$ cat config.mk
export PLATFORM = sky130hd
export DESIGN_NAME = bus_txn_responder
export DESIGN_NICKNAME = d
export VERILOG_FILES = /design/src/rtl/bus_txn_responder.sv
export SDC_FILE = /design/constraint.sdc
export NUM_CORES = 1
export LEC_CHECK = 0
export CAP_MARGIN = 40
export CORE_ASPECT_RATIO = 0.75
export CORE_MARGIN = 1.5
export CORE_UTILIZATION = 40
export CTS_CLUSTER_DIAMETER = 30
export DETAILED_ROUTE_END_ITERATION = 16
export GPL_TIMING_DRIVEN = 0
export SYNTH_ARGS = -nofsm -noshare
export SYNTH_HDL_FRONTEND = slang
export SYNTH_SLANG_ARGS = --single-unit
$ cat constraint.sdc
create_clock -name clk -period 22.4 [get_ports clk]
set_input_delay 4.48 -clock clk [delete_from_list [all_inputs] [get_ports clk]]
set_output_delay 4.48 -clock clk [all_outputs]
set_load 0.005 [all_outputs]
$ cat src/rtl/bus_txn_responder.sv
`default_nettype none
// ============================================================================
// Module      : bus_txn_responder
// Description : Register-file transaction responder with programmable wait
//               states, hold/abort control and overlap detection.
// Revision    : 1.0 - initial release
// ============================================================================
module bus_txn_responder #(
    parameter int ADDR_W = 4,
    parameter int DATA_W = 16
) (
    input  logic              clk,
    input  logic              reset,
    input  logic              start_transaction,
    input  logic              txn_write,
    input  logic [ADDR_W-1:0] txn_addr,
    input  logic [DATA_W-1:0] txn_wdata,
    input  logic [2:0]        cfg_wait,
    input  logic              hold,
    input  logic              abort,
    output logic              complete_transaction,
    output logic [DATA_W-1:0] txn_rdata,
    output logic              busy,
    output logic              overlap_error
);

    localparam int c_DEPTH = 2 ** ADDR_W;

    typedef enum logic [1:0] {
        S_IDLE = 2'd0,
        S_WAIT = 2'd1,
        S_RESP = 2'd2
    } state_t;

    state_t            r_state;
    state_t            w_state_next;
    logic [2:0]        r_cnt;
    logic [2:0]        w_cnt_next;
    logic              r_write;
    logic [ADDR_W-1:0] r_addr;
    logic [DATA_W-1:0] r_wdata;
    logic              r_overlap;
    logic              w_accept;
    logic              w_overlap;
    logic              w_commit;
    logic [DATA_W-1:0] r_regfile [c_DEPTH];

    always_ff @(posedge clk or posedge reset) begin
        if (reset) begin
            r_state <= S_IDLE;
        end else begin
            r_state <= w_state_next;
        end
    end

    always_comb begin
        w_state_next = r_state;
        w_cnt_next   = r_cnt;
        w_accept     = 1'b0;
        w_overlap    = 1'b0;
        w_commit     = 1'b0;
        case (r_state)
            S_IDLE: begin
                w_accept = start_transaction;
            end
            S_WAIT: begin
                // A request arriving here is dropped; abort wins over hold.
                w_overlap = start_transaction;
                if (abort) begin
                    w_state_next = S_IDLE;
                    w_cnt_next   = 3'd0;
                end else if (!hold) begin
                    w_cnt_next = r_cnt - 3'd1;
                    if (r_cnt == 3'd1) begin
                        w_state_next = S_RESP;
                    end
                end
            end
            S_RESP: begin
                w_commit     = r_write;
                w_accept     = start_transaction;
                w_state_next = S_IDLE;
            end
            default: begin
                w_state_next = S_IDLE;
            end
        endcase
        if (w_accept) begin
            w_cnt_next   = cfg_wait;
            w_state_next = (cfg_wait == 3'd0) ? S_RESP : S_WAIT;
        end
    end

    always_ff @(posedge clk or posedge reset) begin
        if (reset) begin
            r_cnt     <= 3'd0;
            r_write   <= 1'b0;
            r_addr    <= '0;
            r_wdata   <= '0;
            r_overlap <= 1'b0;
        end else begin
            r_cnt     <= w_cnt_next;
            r_overlap <= w_overlap;
            if (w_accept) begin
                r_write <= txn_write;
                r_addr  <= txn_addr;
                r_wdata <= txn_wdata;
            end
        end
    end

    // Commit uses the fields of the finishing transaction even when a new
    // request is latched on the same edge.
    always_ff @(posedge clk or posedge reset) begin
        if (reset) begin
            for (int i = 0; i < c_DEPTH; i++) begin
                r_regfile[i] <= '0;
            end
        end else if (w_commit) begin
            r_regfile[r_addr] <= r_wdata;
        end
    end

    // Read data comes straight from the regfile so a back-to-back read sees
    // the write committed on the preceding edge.
    assign complete_transaction = (r_state == S_RESP);
    assign busy                 = (r_state == S_WAIT);
    assign overlap_error        = r_overlap;
    assign txn_rdata            = ((r_state == S_RESP) && !r_write) ? r_regfile[r_addr] : '0;

endmodule
`default_nettype wire

==> results.sh <==
export IMPL_status="completed"
export IMPL_irDropWorstVdd_uv=56.1
export IMPL_nFillCells=2584
export IMPL_min_period_ns=8.03
export IMPL_max_freq_ghz=0.125
export IMPL_synthArstFlopShare=1.00
export IMPL_detail_route_antenna_nets=0
export IMPL_cp_arrival_ns=3.55
export IMPL_ys_seq_elements=283
export IMPL_fin_crit_sh=0.358
export IMPL_grt_pass1_wl_um=50200
export IMPL_syn_nets=889
export IMPL_pwr_share_comb=0.109
export IMPL_dr_first_iter_drc_count=448
export IMPL_syn_to_final_growth_pct=26.0
export IMPL_antenna_found_initial=0
export IMPL_ios=48
export IMPL_cts_resized=0
export IMPL_synth_warnings=0
export IMPL_grt_max_degree=121
export IMPL_p_int_mw=1.31
export IMPL_root_buffer="clkbuf_16"
export IMPL_cp_required_ns=17.92
export IMPL_worstMarginPinSlew_ns=0.896
export IMPL_utilization=0.514
export IMPL_worstPathMaxFanout=10
export IMPL_core_area_mm2=0.0313
export IMPL_die_h_um=158
export IMPL_drcViolationCount=0
export IMPL_clock_sinks=283
export IMPL_via_count=7717
export IMPL_drive_gt1_frac=0.466
export IMPL_row_count=56
export IMPL_gp_congestion=0.790
export IMPL_finalClockSkew_ns=0.0203
export IMPL_cts_tree="done"
export IMPL_portBuffers=47
export IMPL_routedWlPerCell_um=22.2
export IMPL_via_per_inst=5.39
export IMPL_insertedDiodeCount=0
export IMPL_clkTransAtPathRegs_ns=0.05
export IMPL_place_inst=1313
export IMPL_rsz0062_at_grt="no"
export IMPL_first_pass_iters=7
export IMPL_synth_distinct_cells=40
export IMPL_power_density_mw_per_mm2=109
export IMPL_pwr_share_clk=0.555
export IMPL_die_w_um=209
export IMPL_synth_main_ff_cell="dfrtp_1"
export IMPL_switching_share=0.256
export IMPL_setup_viol=0
export IMPL_htreeDepth=3
export IMPL_slew_headroom=0.403
export IMPL_setup_worst_path_class="flip-flop to output port"
export IMPL_wirelength_um=31800
export IMPL_grt_usage=0.203
export IMPL_critPathCaptureType="output port"
export IMPL_synth_area_mm2=0.0128
export IMPL_netlist_instances=858
export IMPL_dp_hpwl_um=21000
export IMPL_initial_core_util=0.408
export IMPL_grt_pass1_vias=8102
export IMPL_yosysSeqAreaShare=0.554
export IMPL_clockBufferDepth=3
export IMPL_cts_setup_buffers=0
export IMPL_hold_viol=0
export IMPL_cts_buffers=66
export IMPL_drv_cap=0
export IMPL_power_leakage_nw=7.60
export IMPL_startpoint_type="flip-flop"
export IMPL_dieArea_mm2=0.0330
export IMPL_holdBufCountCts=0
export IMPL_finalNonFillerCells=1431
export IMPL_power_switching_mw=0.450
export IMPL_hp_class="flip-flop to flip-flop"
export IMPL_syn_area_per_cell_um2=14.9
export IMPL_fin_setup_tns_ns=0
export IMPL_pwr_share_seq=0.336
export IMPL_drv_slew=0
export IMPL_synth_edf_count=0
export IMPL_nNetsFinal=1006
export IMPL_grt_ovfl_total=0
export IMPL_clk_latency_ns=0.54
==> logic make-up after synthesis <==
family	count (synthesis)	share of synthesized area
AO/OA/AOI/OAI	43	0.0242
adder cells (fa/ha/maj)	2	0.00196
buffers and inverters	85	0.0296
flip-flops	283	0.554
multiplexers	320	0.338
AND/OR/NAND/NOR	125	0.0519
==> state kept, by name, indices dropped and copies added (netlist names) <==
name,cells
r_addr,4
r_wdata,16
r_regfile,256
r_state,2
r_write,1
r_cnt,3
overlap_error,1
==> synth_stat cells, types with 4 or more instances <==
library cell,instances,share of area
inv_1,22,0.0065
mux4_2,64,0.11
a21oi_1,4,0.0016
nor2_4,6,0.0053
nand2b_1,5,0.0024
o211ai_1,16,0.0094
a22oi_1,16,0.0094
buf_2,20,0.0078
dfrtp_1,283,0.55
mux2_2,255,0.22
nor2_1,4,0.0012
nand2_1,69,0.020
nand3_1,18,0.0070
clkbuf_1,33,0.0097
buf_4,7,0.0041
==> layout make-up <==
type | instances | area (µm²) | area share
Multi-Input combinational cell | 490 | 5320 | 0.330
Timing Repair Buffer | 49 | 526 | 0.0326
Tap cell | 406 | 508 | 0.0315
Clock buffer | 83 | 1840 | 0.114
Buffer | 63 | 295 | 0.0183
Clock inverter | 35 | 450 | 0.0280
Sequential cell | 283 | 7080 | 0.440
Inverter | 22 | 90.1 | 0.00559
==> final timing paths <==
| check | from | endpoint | slack (ns) | cells after the start |
|---|---|---|---|---|
| worst max-delay path | r_addr[1] | txn_rdata[9] | 14.37 | 6 |
| min in group asynchronous | reset | r_cnt[0] | 4.38 | 2 |
| worst max register to register | r_state[0] | r_regfile[211] | 20.05 | 6 |
| worst min register to register | r_regfile[97] | r_regfile[97] | 0.50 | 1 |
| max in group asynchronous | reset | r_regfile[130] | 16.60 | 4 |
| worst min-delay path | r_regfile[97] | r_regfile[97] | 0.50 | 1 |
==> per-stage QoR <==
step | instance area, µm² | setup slack (ns) | total power, mW | hold slack (ns)
CTS | 16100 | 14.31 | 1.77 | 0.499
detailed placement | 13800 | 14.90 | 0.789 | 0.488
global route | 16100 | 14.25 | 1.82 | 0.505
finish | 16100 | 14.37 | 1.76 | 0.496
floorplan | 12800 | 10.11 | 0.711 | 0.453
global placement | 13800 | 6.22 | 0.785 | 0.472
==> cell usage in the layout (no fill, tap or decap), types with 2 or more instances in the layout <==
cell / count
a21oi_1: 4
a22oi_1: 16
and2b_1: 2
buf_1: 2
buf_16: 2
buf_2: 20
buf_4: 7
bufinv_16: 9
clkbuf_1: 39
clkbuf_16: 67
clkbuf_8: 10
clkdlybuf4s50_1: 47
clkinv_2: 10
clkinv_4: 4
clkinvlp_4: 8
dfrtp_1: 283
ha_1: 2
inv_1: 21
inv_6: 4
mux2_2: 255
mux4_2: 64
nand2_1: 69
nand2_2: 3
nand2b_1: 5
nand3_1: 18
nor2_1: 4
nor2_4: 6
nor2b_1: 3
nor3_4: 2
nor4_1: 2
o211ai_1: 16
o21ai_0: 3
==> layer usage <==
metal | vias up | global-route usage | share of wire
li1 | 3412 | - | -
met1 | 4100 | 0.304 | 0.51
met2 | 157 | 0.300 | 0.43
met3 | 48 | 0.0367 | 0.041
met4 | 0 | 0.0587 | 0.016
met5 | - | 0 | 0
==> power groups by stage <==
stage	sequential (mW)	clock [mW]	combinational, mW
finish	0.591	0.976	0.191
global route	0.596	1.02	0.209
CTS	0.590	0.989	0.194
detailed placement	0.597	0	0.193
global placement	0.596	0	0.189
floorplan	0.577	0	0.134
==> worst max-delay path, cell delays in order, from the launching register on <==
cell and delay (ns):
dfrtp_1 0.50, buf_2 0.36, clkbuf_1 0.64, mux4_2 0.41, a22oi_1 0.37, o211ai_1 0.23
clkdlybuf4s50_1 0.50
No activity file was read; power rests on OpenSTA's default activity.
